<file path="src/rtl/router_ctrl_fsm_if.sv">
// router_ctrl_fsm_if: handshake and status bundle between the router
// controller, the input register block and the FIFO bank.
// master = the surrounding datapath, slave = the controller FSM.
interface router_ctrl_fsm_if #(
  parameter int NUM_CH = 3,
  parameter int ADDR_W = 2,
  parameter int DATA_W = 8
);
  logic              pkt_valid;
  logic [DATA_W-1:0] data_in;
  logic              parity_done;
  logic              low_pkt_valid;
  logic [NUM_CH-1:0] fifo_full;
  logic [NUM_CH-1:0] fifo_empty;
  logic [NUM_CH-1:0] soft_rst;

  logic              detect_addr;
  logic              lfd_state;
  logic              ld_state;
  logic              full_state;
  logic              laf_state;
  logic              rst_int_reg;
  logic              write_enb_reg;
  logic              busy;
  logic [NUM_CH-1:0] fifo_we;
  logic [ADDR_W-1:0] addr_q;
  logic              len_err;
  logic              wait_timeout;

  modport master (
    output pkt_valid, data_in, parity_done, low_pkt_valid,
           fifo_full, fifo_empty, soft_rst,
    input  detect_addr, lfd_state, ld_state, full_state, laf_state,
           rst_int_reg, write_enb_reg, busy, fifo_we, addr_q,
           len_err, wait_timeout
  );

  modport slave (
    input  pkt_valid, data_in, parity_done, low_pkt_valid,
           fifo_full, fifo_empty, soft_rst,
    output detect_addr, lfd_state, ld_state, full_state, laf_state,
           rst_int_reg, write_enb_reg, busy, fifo_we, addr_q,
           len_err, wait_timeout
  );
endinterface

</file>
<file path="src/rtl/router_ctrl_fsm.sv">
// router_ctrl_fsm: decodes the packet header, picks one of NUM_CH output
// FIFOs and sequences header / payload / parity loads, handling FIFO-full
// stalls, per-channel soft reset, invalid addresses and length checking.
// Optional feature: define ROUTER_WAIT_TIMEOUT_EN to give up on a busy
// destination after TIMEOUT_CYC cycles in WAIT_TILL_EMPTY.
module router_ctrl_fsm #(
  parameter int NUM_CH      = 3,
  parameter int ADDR_W      = 2,
  parameter int DATA_W      = 8,
  parameter int TIMEOUT_CYC = 255
) (
  input logic              clk,
  input logic              rst,
  router_ctrl_fsm_if.slave bus
);

  localparam int LEN_W = DATA_W - ADDR_W;

  typedef enum logic [3:0] {
    DECODE_ADDRESS     = 4'd0,
    LOAD_FIRST_DATA    = 4'd1,
    LOAD_DATA          = 4'd2,
    FIFO_FULL_STATE    = 4'd3,
    LOAD_AFTER_FULL    = 4'd4,
    LOAD_PARITY        = 4'd5,
    CHECK_PARITY_ERROR = 4'd6,
    WAIT_TILL_EMPTY    = 4'd7,
    DROP_PACKET        = 4'd8
  } state_t;

  // Reject parameter sets the header format cannot express.
  if (NUM_CH < 2 || NUM_CH > 8 || (1 << ADDR_W) < NUM_CH ||
      ADDR_W >= DATA_W || TIMEOUT_CYC < 2) begin : gBadParams
    $error("router_ctrl_fsm: illegal parameter combination");
  end

  state_t            state_q, state_d;
  logic [ADDR_W-1:0] dest_q;
  logic [LEN_W-1:0]  expLen_q;
  logic [LEN_W-1:0]  payCnt_q;
  logic              lenErr_q;

  logic [ADDR_W-1:0] hdrAddr;
  logic [NUM_CH-1:0] hdrOneHot;
  logic [NUM_CH-1:0] selOneHot;
  logic              hdrValid;
  logic              hdrEmpty;
  logic              selFull;
  logic              selEmpty;
  logic              selSoftRst;
  logic              timeoutHit;

  assign hdrAddr = bus.data_in[ADDR_W-1:0];

  // One-hot channel selects; an out-of-range address gives an all-zero
  // vector, so it can never touch or be affected by a real channel.
  always_comb begin
    hdrOneHot = '0;
    selOneHot = '0;
    for (int i = 0; i < NUM_CH; i++) begin
      hdrOneHot[i] = (int'(hdrAddr) == i);
      selOneHot[i] = (int'(dest_q) == i);
    end
  end

  assign hdrValid   = |hdrOneHot;
  assign hdrEmpty   = |(hdrOneHot & bus.fifo_empty);
  assign selFull    = |(selOneHot & bus.fifo_full);
  assign selEmpty   = |(selOneHot & bus.fifo_empty);
  assign selSoftRst = |(selOneHot & bus.soft_rst);

`ifdef ROUTER_WAIT_TIMEOUT_EN
  localparam int TW = $clog2(TIMEOUT_CYC + 1);
  logic [TW-1:0] waitCnt_q;

  assign timeoutHit = (state_q == WAIT_TILL_EMPTY) && !selEmpty &&
                      (waitCnt_q == TW'(TIMEOUT_CYC - 1));
`else
  assign timeoutHit = 1'b0;
`endif

  // Next-state selection; soft reset of the selected channel overrides
  // everything except the hard reset, timeout sits just below it.
  always_comb begin
    state_d = state_q;
    case (state_q)
      DECODE_ADDRESS: begin
        if (bus.pkt_valid) begin
          if (!hdrValid)     state_d = DROP_PACKET;
          else if (hdrEmpty) state_d = LOAD_FIRST_DATA;
          else               state_d = WAIT_TILL_EMPTY;
        end
      end
      LOAD_FIRST_DATA:    state_d = LOAD_DATA;
      LOAD_DATA: begin
        if (selFull)             state_d = FIFO_FULL_STATE;
        else if (!bus.pkt_valid) state_d = LOAD_PARITY;
      end
      FIFO_FULL_STATE: begin
        if (!selFull) state_d = LOAD_AFTER_FULL;
      end
      LOAD_AFTER_FULL: begin
        if (bus.parity_done)        state_d = DECODE_ADDRESS;
        else if (bus.low_pkt_valid) state_d = LOAD_PARITY;
        else                        state_d = LOAD_DATA;
      end
      LOAD_PARITY:        state_d = CHECK_PARITY_ERROR;
      CHECK_PARITY_ERROR: state_d = selFull ? FIFO_FULL_STATE : DECODE_ADDRESS;
      WAIT_TILL_EMPTY: begin
        if (selEmpty)        state_d = LOAD_FIRST_DATA;
        else if (timeoutHit) state_d = DROP_PACKET;
      end
      DROP_PACKET: begin
        if (!bus.pkt_valid) state_d = DECODE_ADDRESS;
      end
      default:            state_d = DECODE_ADDRESS;
    endcase
    if (state_q != DECODE_ADDRESS && selSoftRst) state_d = DECODE_ADDRESS;
  end

  // All controller state: FSM, latched header fields, payload counter,
  // length-error flag and (optionally) the wait timer.
  always_ff @(posedge clk) begin
    if (rst) begin
      state_q  <= DECODE_ADDRESS;
      dest_q   <= '0;
      expLen_q <= '0;
      payCnt_q <= '0;
      lenErr_q <= 1'b0;
`ifdef ROUTER_WAIT_TIMEOUT_EN
      waitCnt_q <= '0;
`endif
    end else begin
      state_q <= state_d;

      if (state_q == DECODE_ADDRESS && bus.pkt_valid) begin
        dest_q   <= hdrAddr;
        expLen_q <= bus.data_in[DATA_W-1:ADDR_W];
      end

      if (state_q != DECODE_ADDRESS && selSoftRst)
        payCnt_q <= '0;
      else if (state_q == LOAD_FIRST_DATA)
        payCnt_q <= '0;
      else if (state_q == LOAD_DATA && bus.pkt_valid && !selFull &&
               payCnt_q != '1)
        payCnt_q <= payCnt_q + 1'b1;

      if (state_q == LOAD_FIRST_DATA)
        lenErr_q <= 1'b0;
      else if (state_q == CHECK_PARITY_ERROR)
        lenErr_q <= (payCnt_q != expLen_q);

`ifdef ROUTER_WAIT_TIMEOUT_EN
      waitCnt_q <= (state_q == WAIT_TILL_EMPTY) ? waitCnt_q + 1'b1 : '0;
`endif
    end
  end

  assign bus.detect_addr   = (state_q == DECODE_ADDRESS);
  assign bus.lfd_state     = (state_q == LOAD_FIRST_DATA);
  assign bus.ld_state      = (state_q == LOAD_DATA);
  assign bus.full_state    = (state_q == FIFO_FULL_STATE);
  assign bus.laf_state     = (state_q == LOAD_AFTER_FULL);
  assign bus.rst_int_reg   = (state_q == CHECK_PARITY_ERROR);
  assign bus.write_enb_reg = (state_q == LOAD_DATA) ||
                             (state_q == LOAD_AFTER_FULL) ||
                             (state_q == LOAD_PARITY);
  assign bus.busy          = (state_q == LOAD_FIRST_DATA) ||
                             (state_q == FIFO_FULL_STATE) ||
                             (state_q == LOAD_AFTER_FULL) ||
                             (state_q == LOAD_PARITY) ||
                             (state_q == CHECK_PARITY_ERROR) ||
                             (state_q == WAIT_TILL_EMPTY);
  assign bus.fifo_we       = selOneHot &
                             {NUM_CH{bus.write_enb_reg | bus.lfd_state}};
  assign bus.addr_q        = dest_q;
  assign bus.len_err       = lenErr_q;
  assign bus.wait_timeout  = timeoutHit & ~selSoftRst;

endmodule

</file>
<file path="src/flat_wrapper.sv">
// flat-port wrapper written by rule: the top's interface ports become plain ports
module router_ctrl_fsm_flat 
#(
  parameter int NUM_CH      = 3,
  parameter int ADDR_W      = 2,
  parameter int DATA_W      = 8,
  parameter int TIMEOUT_CYC = 255
)
  (clk, rst, bus_pkt_valid, bus_data_in, bus_parity_done, bus_low_pkt_valid, bus_fifo_full, bus_fifo_empty, bus_soft_rst, bus_detect_addr, bus_lfd_state, bus_ld_state, bus_full_state, bus_laf_state, bus_rst_int_reg, bus_write_enb_reg, bus_busy, bus_fifo_we, bus_addr_q, bus_len_err, bus_wait_timeout);
  router_ctrl_fsm_if #(.NUM_CH(NUM_CH), .ADDR_W(ADDR_W), .DATA_W(DATA_W)) bus_i ();
  input logic clk;
  input logic rst;
  input wire logic [$bits(bus_i.pkt_valid)-1:0] bus_pkt_valid;
  input wire logic [$bits(bus_i.data_in)-1:0] bus_data_in;
  input wire logic [$bits(bus_i.parity_done)-1:0] bus_parity_done;
  input wire logic [$bits(bus_i.low_pkt_valid)-1:0] bus_low_pkt_valid;
  input wire logic [$bits(bus_i.fifo_full)-1:0] bus_fifo_full;
  input wire logic [$bits(bus_i.fifo_empty)-1:0] bus_fifo_empty;
  input wire logic [$bits(bus_i.soft_rst)-1:0] bus_soft_rst;
  output wire logic [$bits(bus_i.detect_addr)-1:0] bus_detect_addr;
  output wire logic [$bits(bus_i.lfd_state)-1:0] bus_lfd_state;
  output wire logic [$bits(bus_i.ld_state)-1:0] bus_ld_state;
  output wire logic [$bits(bus_i.full_state)-1:0] bus_full_state;
  output wire logic [$bits(bus_i.laf_state)-1:0] bus_laf_state;
  output wire logic [$bits(bus_i.rst_int_reg)-1:0] bus_rst_int_reg;
  output wire logic [$bits(bus_i.write_enb_reg)-1:0] bus_write_enb_reg;
  output wire logic [$bits(bus_i.busy)-1:0] bus_busy;
  output wire logic [$bits(bus_i.fifo_we)-1:0] bus_fifo_we;
  output wire logic [$bits(bus_i.addr_q)-1:0] bus_addr_q;
  output wire logic [$bits(bus_i.len_err)-1:0] bus_len_err;
  output wire logic [$bits(bus_i.wait_timeout)-1:0] bus_wait_timeout;
  assign bus_i.pkt_valid = bus_pkt_valid;
  assign bus_i.data_in = bus_data_in;
  assign bus_i.parity_done = bus_parity_done;
  assign bus_i.low_pkt_valid = bus_low_pkt_valid;
  assign bus_i.fifo_full = bus_fifo_full;
  assign bus_i.fifo_empty = bus_fifo_empty;
  assign bus_i.soft_rst = bus_soft_rst;
  assign bus_detect_addr = bus_i.detect_addr;
  assign bus_lfd_state = bus_i.lfd_state;
  assign bus_ld_state = bus_i.ld_state;
  assign bus_full_state = bus_i.full_state;
  assign bus_laf_state = bus_i.laf_state;
  assign bus_rst_int_reg = bus_i.rst_int_reg;
  assign bus_write_enb_reg = bus_i.write_enb_reg;
  assign bus_busy = bus_i.busy;
  assign bus_fifo_we = bus_i.fifo_we;
  assign bus_addr_q = bus_i.addr_q;
  assign bus_len_err = bus_i.len_err;
  assign bus_wait_timeout = bus_i.wait_timeout;
  router_ctrl_fsm #(.NUM_CH(NUM_CH), .ADDR_W(ADDR_W), .DATA_W(DATA_W), .TIMEOUT_CYC(TIMEOUT_CYC)) u_core (.clk(clk), .rst(rst), .bus(bus_i));
endmodule
</file>
<file path="config.mk">
export PLATFORM = sky130hd
export DESIGN_NAME = router_ctrl_fsm_flat
export DESIGN_NICKNAME = d
export VERILOG_FILES = /design/src/rtl/router_ctrl_fsm_if.sv /design/src/rtl/router_ctrl_fsm.sv /design/src/flat_wrapper.sv
export SDC_FILE = /design/constraint.sdc
export NUM_CORES = 1
export LEC_CHECK = 0
export ABC_AREA = 1
export BUFFER_PORTS_ARGS = -buffer_cell sky130_fd_sc_hd__buf_2
export CORE_ASPECT_RATIO = 0.75
export CORE_MARGIN = 1.5
export CORE_UTILIZATION = 55
export CTS_CLUSTER_DIAMETER = 100
export DETAILED_ROUTE_END_ITERATION = 16
export MAX_ROUTING_LAYER = met4
export PLACE_DENSITY_LB_ADDON = 0.1
export SYNTH_ARGS = -nofsm -noshare
export SYNTH_HDL_FRONTEND = slang
export SYNTH_SLANG_ARGS = --single-unit
</file>
<file path="constraint.sdc">
create_clock -name clk -period 3.6 [get_ports clk]
set_clock_uncertainty 0.2 [all_clocks]
set_input_delay 0.36 -clock clk [delete_from_list [all_inputs] [get_ports clk]]
set_output_delay 0.36 -clock clk [all_outputs]
set_load 0.005 [all_outputs]
</file>
==> flow_summary.html, run 1 <==
<table>
<tr><th>Metric</th><th>Value</th></tr>
<tr><th colspan="2">Run status</th></tr>
<tr><td>Status</td><td>completed</td></tr>
<tr><th colspan="2">STA</th></tr>
<tr><td>Setup TNS after final layout</td><td>0 ns</td></tr>
<tr><td>Total of endpoints with negative setup slack in the final report</td><td>0</td></tr>
<tr><td>Period Utilization, post-route</td><td>60.44%</td></tr>
<tr><td>Maximum achievable frequency</td><td>459.6 MHz</td></tr>
<tr><td>Unrepaired setup endpoints after global routing</td><td>false</td></tr>
<tr><td>Final hold violation count</td><td>0</td></tr>
<tr><td>Final-report max-slew violation count</td><td>0</td></tr>
<tr><td>Final critical-path required period</td><td>2.176 ns</td></tr>
<tr><th colspan="2">Cells and area</th></tr>
<tr><td>Post-layout net count</td><td>259</td></tr>
<tr><td>Area Growth Syn to Fin</td><td>16.80%</td></tr>
<tr><td>Diode count</td><td>0</td></tr>
<tr><td>Share of final-layout standard cells stronger than drive strength 1</td><td>23.83%</td></tr>
<tr><td>Filler cell count in the final layout</td><td>177</td></tr>
<tr><td>Final non-filler cell area</td><td>1488 um2</td></tr>
<tr><td>Area occupied by multi-input gates</td><td>775.7 um2</td></tr>
<tr><td>Register Area</td><td>380.4 um2</td></tr>
<tr><th colspan="2">Die</th></tr>
<tr><td>Height of the die</td><td>44.68 um</td></tr>
<tr><td>Number of placement rows</td><td>14</td></tr>
<tr><td>Area of the placeable core</td><td>2102 um2</td></tr>
<tr><td>Initial standard-cell utilization of the core</td><td>60.60%</td></tr>
<tr><td>I/O pin cnt</td><td>37</td></tr>
<tr><td>Area of the die</td><td>2617 um2</td></tr>
<tr><td>Width of the die</td><td>58.57 um</td></tr>
<tr><th colspan="2">Clocking</th></tr>
<tr><td>Post-CTS Hold Buffers</td><td>0</td></tr>
<tr><td>Clk buf depth</td><td>2</td></tr>
<tr><td>Clock-pin slew reported for the worst setup and hold paths after clock tree synthesis</td><td>0.10 ns</td></tr>
<tr><td>CTS HTree Levels</td><td>1</td></tr>
<tr><td>Clock tree from TritonCTS</td><td>done</td></tr>
<tr><td>Number of setup buffers added after CTS</td><td>0</td></tr>
<tr><td>Clock Sink Count</td><td>19</td></tr>
<tr><td>Number of buffers created by CTS</td><td>3</td></tr>
<tr><td>Resized cells post-CTS</td><td>0</td></tr>
<tr><td>Insertion delay to the later sink of the worst-skew pair</td><td>0.30 ns</td></tr>
<tr><td>Root buffer selected by CTS</td><td>clkbuf_4</td></tr>
<tr><th colspan="2">Global route</th></tr>
<tr><td>Vias in the first global route</td><td>1246</td></tr>
<tr><td>GR Util met3</td><td>7.018%</td></tr>
<tr><td>GR Overflow Total</td><td>0</td></tr>
<tr><td>GRT Overall Usage</td><td>26.72%</td></tr>
<tr><td>GR Layer Usage met2</td><td>40.22%</td></tr>
<tr><td>Met1 Track Usage GR</td><td>36.72%</td></tr>
<tr><td>Number of antenna violations at the first check in global routing</td><td>0</td></tr>
<tr><td>Pin count of the biggest net entering global routing</td><td>11</td></tr>
<tr><td>Most Crowded Layer GR</td><td>met2</td></tr>
<tr><td>Wire length of the first global-routing pass</td><td>5216 um</td></tr>
<tr><th colspan="2">Setup path</th></tr>
<tr><td>Buffers plus inverters on the worst setup path</td><td>3</td></tr>
<tr><td>Endpoint of the worst-slack reg-to-reg timing path</td><td>u_core.payCnt_q[2]$_SDFFE_PP0P_</td></tr>
<tr><td>Nature of the critical path startpoint</td><td>register</td></tr>
<tr><td>Endpoint kind of the worst setup timing path</td><td>output port</td></tr>
<tr><td>Data arrival time of the critical path</td><td>1.62 ns</td></tr>
<tr><td>Top fanout value on the critical path</td><td>4</td></tr>
<tr><td>Worst r2r src</td><td>u_core.payCnt_q[0]$_SDFFE_PP0P_</td></tr>
<tr><td>Required time reported for the critical path endpoint</td><td>3.04 ns</td></tr>
<tr><td>Worst path top cell family by delay</td><td>simple AND/OR/NAND/NOR gates</td></tr>
<tr><td>Class of the most critical setup path</td><td>reg -&gt; out</td></tr>
<tr><td>Ordered list of cells on the worst path</td><td>inv_1, nor3_1, nand2_1, nand3_1, nand3_1, inv_1, buf_2</td></tr>
<tr><td>Crit-path max cell delay</td><td>0.37 ns</td></tr>
<tr><td>Depth of the worst register-to-register path</td><td>5</td></tr>
<tr><td>Cell with the largest stage delay on the worst path</td><td>dfxtp_1</td></tr>
<tr><td>R2R Setup Slk</td><td>1.85 ns</td></tr>
<tr><th colspan="2">Logic synthesis</th></tr>
<tr><td>Per-instance average area after synthesis</td><td>6.401 um2</td></tr>
<tr><td>Synthesized flop and latch total</td><td>19</td></tr>
<tr><td>Number of synthesis warnings</td><td>0</td></tr>
<tr><td>Portion of the post-synthesis area used by sequential elements</td><td>29.86%</td></tr>
<tr><td>Synthesized area</td><td>1274 um2</td></tr>
<tr><td>Count of mapped cells out of synthesis</td><td>199</td></tr>
<tr><td>Post-synthesis net count</td><td>222</td></tr>
<tr><td>Yosys cell types</td><td>25</td></tr>
<tr><th colspan="2">Routing</th></tr>
<tr><td>Detailed-route wire length</td><td>3141 um</td></tr>
<tr><td>Post-route DRC</td><td>0</td></tr>
<tr><td>Antenna-violating nets left</td><td>0</td></tr>
<tr><td>DRT iter0 DRCs</td><td>141</td></tr>
<tr><td>Post-detailed-route wirelength per cell</td><td>12.13 um</td></tr>
<tr><td>Vias after detailed routing</td><td>1421</td></tr>
<tr><td>Ratio of routed vias to standard cells</td><td>5.486</td></tr>
<tr><td>Length of the first detailed-routing pass in iterations</td><td>5</td></tr>
<tr><th colspan="2">Placement</th></tr>
<tr><td>Hpwl dp</td><td>2497 um</td></tr>
<tr><td>Instance area after placement</td><td>1461 um2</td></tr>
<tr><td>Count of input and output buffers</td><td>35</td></tr>
<tr><td>Weighted congestion at the end of routability-driven global placement</td><td>0.9684</td></tr>
<tr><th colspan="2">Job</th></tr>
<tr><td>Maximum Capacitance Violations</td><td>0</td></tr>
<tr><th colspan="2">Worst hold path</th></tr>
<tr><td>Worst min path class</td><td>in -&gt; reg</td></tr>
<tr><td>Min-Delay Path Depth</td><td>2</td></tr>
<tr><td>Hold Path End</td><td>u_core.expLen_q[3]$_SDFFE_PP0P_</td></tr>
<tr><td>Hold Crit Start</td><td>rst</td></tr>
<tr><th colspan="2">Pwr</th></tr>
<tr><td>Worst ir drop on vdd</td><td>0.0005130 V</td></tr>
<tr><td>Pwr dens</td><td>696.2 nW/um2</td></tr>
<tr><td>Leakage</td><td>0.0007883 uW</td></tr>
</table>
synth_stat cells (all sizes together):
master / count / area (um2)
a21oi: 20 / 100.1
buf: 3 / 17.52
conb: 1 / 3.750
dfxtp: 19 / 380.4
ha: 1 / 12.51
inv: 26 / 100.1
nand2: 52 / 217.7
nand3: 28 / 155.2
nand3b: 1 / 7.510
nand4: 6 / 37.54
nor2: 22 / 100.1
nor3: 3 / 15.01
o21ai: 5 / 25.02
o21bai: 1 / 7.510
or2: 1 / 6.260
xnor2: 7 / 61.31
xor2: 3 / 26.28
through the flow:
stage	hold slack, ns	cells	power, uW	util [%]	setup slack, ns
3_5_place_dp	0.2755	255	921.5	69.52	1.784
5_1_grt	0.1093	259	1128	70.77	1.237
6_report	0.1108	259	1036	70.77	1.424
4_1_cts	0.1019	259	1027	70.77	1.452
2_1_floorplan	0.2291	199	741.7	-	2.038
3_3_place_gp	0.2634	255	905.6	69.52	1.853
state kept, by name, indices dropped and copies added (netlist names):
register	count
u_core.bus.len_err	1
u_core.state_q	4
u_core.payCnt_q	6
u_core.expLen_q	6
u_core.bus.addr_q	2
layer usage:
layer  vias up  routed length [um]
met5         -                   0
met4         0                   0
met3         0                 283
met2        70                1360
met1       636                1497
li1        715                   -
kinds of logic after synthesis:
group	count (synthesis)	share of synthesized area, %
and+or+nand+nor	113	42.34
buffers and inverters	29	9.234
AOI/OAI and AO/OA	26	10.41
DFF	19	29.86
xor gates and xnor gates	10	6.877
adders and majority gates	1	0.9822
other	1	0.2944
where the power goes:
part | internal [uW] | switching (uW) | total [uW]
Sequential | 257 | 62.2 | 319
Combinational | 217 | 393 | 610
Clock | 43.1 | 63.8 | 107
Total | 517 | 519 | 1040
cells in the final DEF, fill, tap and decap left out, types with 2 or more instances in the layout:
cell	n
xnor2_1	7
a21oi_1	20
clkbuf_4	3
nand4_1	6
inv_1	22
nor2_2	4
nand2_4	2
nand2_2	3
dfxtp_1	19
nor3_1	3
nand2_1	47
nor2_1	17
nand3_2	3
xor2_1	3
buf_2	35
nand3_1	25
o21ai_0	5
inv_2	3
how the worst max path moves through the flow:
stage	from	endpoint	slack, ns	cells past startpoint
finish	u_core.state_q[0]$_SDFFE_PP0P_	bus_fifo_we[1]	1.42	7
global route	u_core.state_q[0]$_SDFFE_PP0P_	bus_fifo_we[1]	1.24	7
CTS	u_core.state_q[0]$_SDFFE_PP0P_	bus_fifo_we[1]	1.45	7
detailed placement	u_core.state_q[0]$_SDFFE_PP0P_	bus_fifo_we[1]	1.78	7
global placement	u_core.state_q[0]$_SDFFE_PP0P_	bus_fifo_we[2]	1.85	7
floorplan	u_core.state_q[0]$_SDFFE_PP0P_	bus_fifo_we[2]	2.04	6
layout make-up:
| type | instances | share of cell area, % |
|---|---|---|
| Inverter | 26 | 6.728 |
| Clock buffer | 4 | 1.766 |
| Tap cell | 24 | 2.018 |
| Multi-Input combinational cell | 151 | 52.14 |
| Timing Repair Buffer | 35 | 11.77 |
| Sequential cell | 19 | 25.57 |
Note: power is estimated with default switching activity, not from simulation.
==> run 2: changes to the inputs <==
--- a/config.mk
+++ b/config.mk
@@ -5,11 +5,11 @@
 export SDC_FILE = /design/constraint.sdc
 export NUM_CORES = 1
 export LEC_CHECK = 0
-export ABC_AREA = 1
+export ABC_AREA = 0
 export BUFFER_PORTS_ARGS = -buffer_cell sky130_fd_sc_hd__buf_2
 export CORE_ASPECT_RATIO = 0.75
 export CORE_MARGIN = 1.5
-export CORE_UTILIZATION = 55
+export CORE_UTILIZATION = 51
 export CTS_CLUSTER_DIAMETER = 100
 export DETAILED_ROUTE_END_ITERATION = 16
 export MAX_ROUTING_LAYER = met4
==> constraint.sdc (replaced) <==
create_clock -name clk -period 2.2 [get_ports clk]
set_clock_uncertainty 0.2 [all_clocks]
set_input_delay 0.22 -clock clk [delete_from_list [all_inputs] [get_ports clk]]
set_output_delay 0.22 -clock clk [all_outputs]
set_load 0.005 [all_outputs]
==> run 2 against run 1 <==
Against the previous run: total power grew 69%; global-route usage grew 1.3 points; utilization shrank 3.6 points; hold slack lost 0.089 ns; largest power group unchanged; highest routed layer is now met4.
==> flow_summary.html, run 2 <==
<table>
<tr><th>Metric</th><th>Value</th></tr>
<tr><th colspan="2">Cells and area</th></tr>
<tr><td>Diode count</td><td>0 (unchanged)</td></tr>
<tr><td>Register Area</td><td>382.9 um2 (+0.66%)</td></tr>
<tr><td>Filler cell count in the final layout</td><td>216 (+22%)</td></tr>
<tr><td>Most common cell after layout, fill and taps aside</td><td>buf_2</td></tr>
<tr><td>Area occupied by multi-input gates</td><td>830.8 um2 (+7.1%)</td></tr>
<tr><td>Registers with the most flip-flops</td><td>u_core.expLen_q (6), u_core.payCnt_q (6), u_core.state_q (4)</td></tr>
<tr><td>Area Growth Syn to Fin</td><td>22.81%</td></tr>
<tr><td>Commonest cells after routing, fill and taps aside</td><td>buf_2 (35), nand2_1 (18), dfxtp_1 (17)</td></tr>
<tr><td>Post-layout net count</td><td>228 (-12%)</td></tr>
<tr><td>Share of final-layout standard cells stronger than drive strength 1</td><td>25.98% (+2.2 points)</td></tr>
<tr><th colspan="2">Setup path</th></tr>
<tr><td>Worst r2r src</td><td>u_core.state_q[1]$_SDFFE_PP0P_</td></tr>
<tr><td>Class of the most critical setup path</td><td>reg -&gt; reg</td></tr>
<tr><td>Nature of the critical path startpoint</td><td>register</td></tr>
<tr><td>Launching element of the worst setup path</td><td>u_core.state_q[1]$_SDFFE_PP0P_</td></tr>
<tr><td>Required time reported for the critical path endpoint</td><td>2.17 ns (-0.87 ns)</td></tr>
<tr><td>Endpoint kind of the worst setup timing path</td><td>register</td></tr>
<tr><td>Data arrival time of the critical path</td><td>2.01 ns (+0.39 ns)</td></tr>
<tr><td>Top fanout value on the critical path</td><td>12 (+8)</td></tr>
<tr><th colspan="2">Worst hold path</th></tr>
<tr><td>Worst min path class</td><td>in -&gt; reg</td></tr>
<tr><td>Hold Crit Start</td><td>bus_data_in[1]</td></tr>
<tr><th colspan="2">Routing</th></tr>
<tr><td>Detailed-route wire length</td><td>3362 um (+7.0%)</td></tr>
<tr><td>Post-route DRC</td><td>0 (unchanged)</td></tr>
<tr><td>Antenna-violating nets left</td><td>0 (unchanged)</td></tr>
<tr><td>DRT iter0 DRCs</td><td>80 (-43%)</td></tr>
<tr><td>Post-detailed-route wirelength per cell</td><td>14.13 um (+16%)</td></tr>
<tr><td>Topmost layer with routed signal wires</td><td>met4</td></tr>
<tr><td>Length of the first detailed-routing pass in iterations</td><td>4 (-1)</td></tr>
<tr><td>Wire length on met1</td><td>1570 um (+4.9%)</td></tr>
<tr><td>Met2 wire len</td><td>1532 um (+13%)</td></tr>
<tr><td>Ratio of routed vias to standard cells</td><td>5.634 (+2.7%)</td></tr>
<tr><td>Vias after detailed routing</td><td>1341 (-5.6%)</td></tr>
<tr><td>Detailed route wirelength on metal3</td><td>242 um (-14%)</td></tr>
<tr><th colspan="2">Logic synthesis</th></tr>
<tr><td>Portion of the post-synthesis area used by sequential elements</td><td>29.63% (-0.23 points)</td></tr>
<tr><td>Most repeated cell in the gate-level netlist after synthesis</td><td>dfxtp_1</td></tr>
<tr><td>Post-synth top area share</td><td>29.63% (-0.23 points)</td></tr>
<tr><td>Count of mapped cells out of synthesis</td><td>164 (-18%)</td></tr>
<tr><td>Leading area contributor after synthesis</td><td>dfxtp_1</td></tr>
<tr><td>Yosys cell types</td><td>46 (+84%)</td></tr>
<tr><td>Synthesized area</td><td>1284 um2 (+0.79%)</td></tr>
<tr><td>Fraction of synthesis flops using an asynchronous set or reset pin</td><td>0% (unchanged)</td></tr>
<tr><td>Top cells by area, synth</td><td>dfxtp_1 (30%), a21oi_1 (5.8%), nand2_1 (5.3%)</td></tr>
<tr><td>Top FF cell, synth</td><td>dfxtp_1</td></tr>
<tr><td>Most frequent cells after synthesis</td><td>dfxtp_1 (19), nand2_1 (18), a21oi_1 (15), nor2_1 (14), nand3_1 (11)</td></tr>
<tr><td>Number of synthesis warnings</td><td>0 (unchanged)</td></tr>
<tr><td>Per-instance average area after synthesis</td><td>7.828 um2 (+22%)</td></tr>
<tr><td>EDFF count, synth</td><td>0 (unchanged)</td></tr>
<tr><td>Post-synthesis net count</td><td>187 (-16%)</td></tr>
<tr><td>Synthesized flop and latch total</td><td>19 (unchanged)</td></tr>
<tr><th colspan="2">STA</th></tr>
<tr><td>Maximum achievable frequency</td><td>492.4 MHz</td></tr>
<tr><td>Final hold violation count</td><td>0 (unchanged)</td></tr>
<tr><td>Final critical-path required period</td><td>2.031 ns</td></tr>
<tr><td>Setup TNS after final layout</td><td>0 ns (unchanged)</td></tr>
<tr><td>Total of endpoints with negative setup slack in the final report</td><td>0 (unchanged)</td></tr>
<tr><td>Final-report max-slew violation count</td><td>0 (unchanged)</td></tr>
<tr><td>Unrepaired setup endpoints after global routing</td><td>false</td></tr>
<tr><td>Post-layout worst setup margin</td><td>0.1693 ns (-1.255 ns)</td></tr>
<tr><td>Final hold slack</td><td>0.02205 ns (-0.08873 ns)</td></tr>
<tr><td>Least-Margin Pin Slew</td><td>0.5493 ns</td></tr>
<tr><td>Period Utilization, post-route</td><td>92.31%</td></tr>
<tr><td>Remaining max-slew budget at the tightest pin</td><td>63.00%</td></tr>
<tr><th colspan="2">Placement</th></tr>
<tr><td>Hpwl dp</td><td>2472 um (-1.0%)</td></tr>
<tr><td>Weighted congestion at the end of routability-driven global placement</td><td>0.9034 (-6.7%)</td></tr>
<tr><td>Count of input and output buffers</td><td>35 (unchanged)</td></tr>
<tr><td>Setup WS pre-CTS</td><td>0.2086 ns (-1.576 ns)</td></tr>
<tr><th colspan="2">Die</th></tr>
<tr><td>I/O pin cnt</td><td>37 (unchanged)</td></tr>
<tr><td>Initial standard-cell utilization of the core</td><td>54.72% (-5.9 points)</td></tr>
<tr><td>Height of the die</td><td>46.45 um (+4.0%)</td></tr>
<tr><td>Area of the die</td><td>2830 um2 (+8.2%)</td></tr>
<tr><td>Area of the placeable core</td><td>2346 um2 (+12%)</td></tr>
<tr><td>Width of the die</td><td>60.93 um (+4.0%)</td></tr>
<tr><td>Number of placement rows</td><td>15 (+1)</td></tr>
<tr><th colspan="2">Global route</th></tr>
<tr><td>Wire length of the first global-routing pass</td><td>5637 um (+8.1%)</td></tr>
<tr><td>Pin count of the biggest net entering global routing</td><td>17 (+6)</td></tr>
<tr><td>GRT Overall Usage</td><td>27.98% (+1.3 points)</td></tr>
<tr><td>Number of antenna violations at the first check in global routing</td><td>0 (unchanged)</td></tr>
<tr><td>Vias in the first global route</td><td>1225 (-1.7%)</td></tr>
<tr><td>GR Overflow Total</td><td>0 (unchanged)</td></tr>
<tr><th colspan="2">Clocking</th></tr>
<tr><td>Clock tree from TritonCTS</td><td>done</td></tr>
<tr><td>Clock Sink Count</td><td>19 (unchanged)</td></tr>
<tr><td>Number of buffers created by CTS</td><td>3 (unchanged)</td></tr>
<tr><td>CTS HTree Levels</td><td>1 (unchanged)</td></tr>
<tr><td>Root buffer selected by CTS</td><td>clkbuf_4</td></tr>
<tr><td>Clk buf depth</td><td>2 (unchanged)</td></tr>
<tr><td>Clock-pin slew reported for the worst setup and hold paths after clock tree synthesis</td><td>0.11 ns (about the same)</td></tr>
<tr><td>Insertion delay to the later sink of the worst-skew pair</td><td>0.29 ns (about the same)</td></tr>
<tr><th colspan="2">Pwr</th></tr>
<tr><td>Pwr dens</td><td>1108 nW/um2 (+59%)</td></tr>
<tr><td>Leakage</td><td>0.0006432 uW (-18%)</td></tr>
<tr><td>Worst ir drop on vdd</td><td>0.0007066 V (+38%)</td></tr>
<tr><th colspan="2">Run status</th></tr>
<tr><td>Status</td><td>completed</td></tr>
<tr><th colspan="2">Job</th></tr>
<tr><td>Maximum Capacitance Violations</td><td>0 (unchanged)</td></tr>
</table>
[run 2: worst paths after layout]
path | to | slack [ns] | cells past startpoint
max | u_core.payCnt_q[5]$_SDFFE_PP0P_ | 0.17 | 5
min | u_core.bus.addr_q[1]$_SDFFE_PP0P_ | 0.02 | 3
max reg2reg | u_core.payCnt_q[5]$_SDFFE_PP0P_ | 0.17 | 5
min reg2reg | u_core.expLen_q[5]$_SDFFE_PP0P_ | 0.28 | 2
[run 2: metal layers]
layer	up-vias	global-route usage, %
li1	669	-
met1	613	37.77
met5	-	-
met4	0	2.609
met2	57	44.09
met3	2	7.022
[run 2: what timing repair did]
action | in CTS | in global routing
gates resized for setup | 0 | 2
endpoints found under the setup margin | 0 | 2
hold endpoints to repair | 6 | 1
hold buffers | 6 | 1
buffers inserted | 0 | 0
[run 2: cell families after synthesis]
logic type / share of synthesized area [%]
simple gates: 30.12
compound gates: 19.98
flops: 29.63
buf+inv: 5.653
xor+xnor: 8.187
mux: 5.165
fa+ha+maj: 0.9745
other cells: 0.2921
[run 2: power breakdown]
| part | internal (uW) | total (uW) | switching (uW) |
|---|---|---|---|
| Sequential | 420 | 588 | 168 |
| Clock | 70.5 | 175 | 105 |
| Combinational | 446 | 983 | 537 |
| Total | 936 | 1750 | 810 |
[run 2: final cells by class]
class | instances | share of cell area (%)
inverters | 5 | 1.190
flip-flops and latches | 19 | 24.29
clock buffers | 4 | 1.667
repair buffers | 46 | 17.46
multi-input cells | 130 | 52.70
well taps | 34 | 2.698
[run 2: through the flow]
step	instance area [um2]	std cells	power, uW	util (%)
after floorplan	1284	164	1223	-
after global placement	1478	227	1515	62.99
after detailed placement	1478	227	1537	62.99
after CTS	1564	237	1722	66.67
after global routing	1577	238	1901	67.20
final	1577	238	1747	67.20
[run 2: critical path: stages, from the launching register on]
cell	delay [ns]
dfxtp_1	0.60
nor4b_4	0.36
o2111ai_1	0.24
nor3_1	0.27
mux2i_1	0.20
nor2_1	0.05
